--- src/rtl/mul_int8_accum.sv ---
// mul_int8_accum: accumulates a stream of unsigned products into a wider sum.
// One result (SUM, COUNT, OVF) is emitted per group, closed by in_last or by
// reaching MAX_TERMS terms. The result is held until the consumer takes it.
module mul_int8_accum #(
  parameter int WIDTH     = 8,
  parameter int ACC_WIDTH = 16,
  parameter int MAX_TERMS = 255
) (
  input  logic                 clk,
  input  logic                 rst,
  input  logic                 clr,
  input  logic                 in_valid,
  output logic                 in_ready,
  input  logic [WIDTH-1:0]     P,
  input  logic                 in_last,
  output logic                 out_valid,
  input  logic                 out_ready,
  output logic [ACC_WIDTH-1:0] SUM,
  output logic [7:0]           COUNT,
  output logic                 OVF
);

  typedef enum logic {
    ST_ACC  = 1'b0,
    ST_DONE = 1'b1
  } state_t;

  // Count value at which the term being accepted is the last one allowed.
  localparam logic [7:0] LAST_IDX = 8'(MAX_TERMS - 1);

  state_t               state_q;
  logic [ACC_WIDTH-1:0] acc_q;
  logic [7:0]           cnt_q;
  logic                 ovf_q;
  logic                 out_valid_q;
  logic [ACC_WIDTH-1:0] sum_q;
  logic [7:0]           count_q;
  logic                 ovf_out_q;

  logic [ACC_WIDTH:0]   add_full;
  logic [ACC_WIDTH-1:0] acc_d;
  logic [7:0]           cnt_d;
  logic                 ovf_d;
  logic                 close_d;
  logic                 accept;

  // Running sum with the carry kept one bit above the accumulator width.
  assign add_full = {1'b0, acc_q} + {{(ACC_WIDTH + 1 - WIDTH){1'b0}}, P};
  assign acc_d    = add_full[ACC_WIDTH-1:0];
  assign ovf_d    = ovf_q | add_full[ACC_WIDTH];
  assign cnt_d    = cnt_q + 8'd1;
  assign close_d  = in_last || (cnt_q == LAST_IDX);

  // NOTE: in_ready is the only combinational output; it must drop in the very
  // cycle clr is asserted, so it cannot come from a register.
  assign in_ready = (state_q == ST_ACC) && !clr;
  assign accept   = in_valid && in_ready;

  assign out_valid = out_valid_q;
  assign SUM       = sum_q;
  assign COUNT     = count_q;
  assign OVF       = ovf_out_q;

  // Group FSM: accumulate in ACC, hold the registered result in DONE.
  // NOTE: all state updates use non-blocking assignments so every register
  // sees the pre-edge values of the others, regardless of statement order.
  always_ff @(posedge clk or posedge rst) begin
    if (rst) begin
      state_q     <= ST_ACC;
      acc_q       <= '0;
      cnt_q       <= '0;
      ovf_q       <= 1'b0;
      out_valid_q <= 1'b0;
      sum_q       <= '0;
      count_q     <= '0;
      ovf_out_q   <= 1'b0;
    end else if (clr) begin
      // Abort: drop the partial group and any pending result.
      state_q     <= ST_ACC;
      acc_q       <= '0;
      cnt_q       <= '0;
      ovf_q       <= 1'b0;
      out_valid_q <= 1'b0;
    end else begin
      case (state_q)
        ST_ACC: begin
          if (accept) begin
            if (close_d) begin
              sum_q       <= acc_d;
              count_q     <= cnt_d;
              ovf_out_q   <= ovf_d;
              out_valid_q <= 1'b1;
              state_q     <= ST_DONE;
              acc_q       <= '0;
              cnt_q       <= '0;
              ovf_q       <= 1'b0;
            end else begin
              acc_q <= acc_d;
              cnt_q <= cnt_d;
              ovf_q <= ovf_d;
            end
          end
        end
        ST_DONE: begin
          if (out_ready) begin
            out_valid_q <= 1'b0;
            state_q     <= ST_ACC;
          end
        end
        default: state_q <= ST_ACC;
      endcase
    end
  end

endmodule
--- config.mk ---
export PLATFORM = sky130hd
export DESIGN_NAME = mul_int8_accum
export DESIGN_NICKNAME = d
export VERILOG_FILES = /design/src/rtl/mul_int8_accum.sv
export SDC_FILE = /design/constraint.sdc
export NUM_CORES = 1
export LEC_CHECK = 0
export CORE_AREA = 2 2 74 76
export DETAILED_ROUTE_END_ITERATION = 7
export DIE_AREA = 0 0 76 78
export PLACE_DENSITY = 0.74
export SLEW_MARGIN = 20
export SYNTH_ARGS = -nofsm -noshare
export SYNTH_HDL_FRONTEND = slang
export SYNTH_SLANG_ARGS = --single-unit
--- constraint.sdc ---
create_clock -name clk -period 2.4 [get_ports clk]
set_clock_uncertainty 0.15 [all_clocks]
set_input_delay 0.48 -clock clk [delete_from_list [all_inputs] [get_ports clk]]
set_output_delay 0.48 -clock clk [all_outputs]
set_load 0.02 [all_outputs]
==> out/qor.yml <==
outcome: "completed"
multi_input_area_mm2: 0.001334
wl_per_cell_um: 14.03
track_usage_pct: 20.54
startpoint_type: "primary input"
die_area_mm2: 0.005928
tritoncts: "built"
drive_gt1_share_pct: 13.86
cts_root_buffer: "clkbuf_8"
async_flop_share_pct: 100.0
grt_pass1_vias: 2138
path_clk_slew_ns: 0.09
synth_cell_types: 41
worstPathRequired_ns: 2.45
area_growth_pct: 31.62
ant_nets: 0
synth_seq_cells: 52
fmax_mhz: 430.5
cp.arrival_ns: 2.37
cts.sinks: 52
clkPwrFrac_pct: 27.1
clk_latency_ns: 0.30
critPathKind: "primary input to flip-flop"
synth_edf_count: 0
worstMarginPinSlew_ns: 0.3519
hp-class: "flip-flop to flip-flop"
crit_fanout: 4
synthCells: 276
ios: 41
antenna_cells: 0
min_period_over_period_pct: 96.80
cts_buffer_depth: 2
drtIter0Drc: 134
power_uw: 1883
switching_share_pct: 27.81
yosys.cell_count.top_type: "nand2_1"
fin_nets: 363
die_w_um: 76
drt_wl_total_um: 5738
maxSlewViolCount: 0
p_leak_uw: 0.001542
setup_violations: 0
routed_via_density: 5.320
internal-power_uw: 1359
p_sw_uw: 523.6
p_comb_share_pct: 21.8
hold_viol_final: 0
synth.net_count: 301
io_buffers: 40
ir_drop_mv: 0.3295
first_pass_iters: 4
grt_max_degree: 53
vias: 2176
fill_cells: 421
avgSynthCellArea_um2: 9.547
synth_flop_cell: "dfrtp_1"
initial_core_util_pct: 52.26
finalSetupTns_ns: 0
ys_warn_count: 0
cts_buffers: 5
synth_top_area_share_pct: 49.38
place_congestion: 0.8880
synthTopCellsByCount: "55 x nand2_1, 52 x dfrtp_1, 32 x o21ai_0, 16 x a21oi_1, 11 x xnor2_1"
antenna_found_initial: 0
die_h_um: 78
ys_seq_area_share_pct: 49.38
seq_area_mm2: 0.001301
overflow: 0
grt_pass1_wl_um: 9853
layout_min_cycle_time_ns: 2.323
num_rows: 26
end_kind: "flip-flop"
dpl.hpwl_um: 3925
syn_area_mm2: 0.002635
cts_max_level: 2
p_seq_share_pct: 51.1
drc: 0
synth_area_leaders: "dfrtp_1 49%, nand2_1 7.8%, o21ai_0 6.1%"
synth_area_leader_cell: "dfrtp_1"
coreArea_mm2: 0.005042
drv_cap: 0
relSlewSlack_pct: 76.54
power.density_mw_per_mm2: 542.8
[kinds of logic (layout without fill, tap and decap cells)]
group / count (synthesis) / count (layout) / synth area share [%]
AOI/OAI and AO/OA: 84 / 84 / 19.47
xor gates and xnor gates: 20 / 20 / 6.648
adders and majority gates: 11 / 11 / 5.508
DFF: 52 / 52 / 49.38
buffers and inverters: 20 / 83 / 3.324
and+or+nand+nor: 87 / 87 / 14.86
muxes: 2 / 2 / 0.8072
[stage by stage]
stage                     hold WS, ns  cells  util (%)  setup slack [ns]  area (um2)
after floorplan                0.3234    276         -            0.1123        2635
after global placement         0.3084    399     64.94           -0.4348        3274
after detailed placement       0.3111    399     64.94           -0.4992        3274
after CTS                      0.3388    407     67.49           0.01206        3403
after global routing           0.3733    409     68.78          -0.02854        3468
final                          0.3283    409     68.78           0.07685        3468
[placed cells by master, fill, tap and decap left out, types with 2 or more instances in the layout]
master	instances
nand2b_1	2
and3_1	3
nor2_1	9
o21ai_0	32
xnor2_1	11
or3_1	3
a21o_1	4
nand4_1	2
a21oi_1	15
buf_4	24
o211ai_1	5
nand2_1	55
o31ai_1	2
ha_1	9
buf_12	2
inv_1	8
xor2_1	9
o21ai_1	2
o22ai_1	3
dfrtp_1	52
a22o_1	9
clkdlybuf4s50_1	38
clkbuf_1	2
nand3_1	4
clkbuf_8	6
[registers in the layout, indices dropped and copies added, names as in the netlist]
name / cells
COUNT: 8
OVF: 1
SUM: 16
acc_q: 16
cnt_q: 8
out_valid: 1
ovf_q: 1
state_q: 1
[critical path, stage by stage]
cell and delay [ns]:
clkdlybuf4s50_1 0.41, ha_1 0.34, a211oi_1 0.28, o22ai_1 0.20
or2_2 0.34, nor3b_2 0.16, a21o_1 0.15
[area by class of cell]
| cell class | count | area share [%] |
|---|---|---|
| multi-input cells | 204 | 38.46 |
| flip-flops and latches | 52 | 37.52 |
| repair buffers | 66 | 17.93 |
| clock buffers | 8 | 2.597 |
| well taps | 70 | 2.525 |
| inverters | 9 | 0.9740 |
[power by group through the flow]
stage	combinational, uW	sequential, uW	clock, uW
global route	445	968	562
finish	410	961	511
detailed placement	393	977	0
floorplan	152	1030	0
CTS	401	961	523
global placement	387	975	0
[metal layers]
metal	track usage (%)	vias to the layer above	part of all wire (%)
met4	5.818	0	0.99
met5	0	-	0
met1	26.79	1035	47
met2	35.18	53	48
met3	3.953	6	4.3
li1	-	1082	-
[what timing repair did]
item / in CTS / in global routing
pin swaps: 0 / 8
hold buffers: 0 / 0
endpoints found under the setup margin: 13 / 12
setup buffers: 0 / 2
gates cloned: 0 / 0
gates resized for setup: 9 / 8
[path summary, 6_finish.rpt]
| kind | start | endpoint | slack, ns | depth (start not counted) |
|---|---|---|---|---|
| worst max-delay path | P[6] | acc_q[9] | 0.08 | 7 |
| worst min-delay path | COUNT[4] | COUNT[4] | 0.33 | 2 |
| worst max register to register | acc_q[0] | acc_q[6] | 0.20 | 7 |
| worst min register to register | COUNT[4] | COUNT[4] | 0.33 | 2 |
| max in group asynchronous | rst | COUNT[7] | 1.49 | 3 |
| min in group asynchronous | rst | state_q | 0.38 | 3 |
Power figures use the tool's default switching activity.
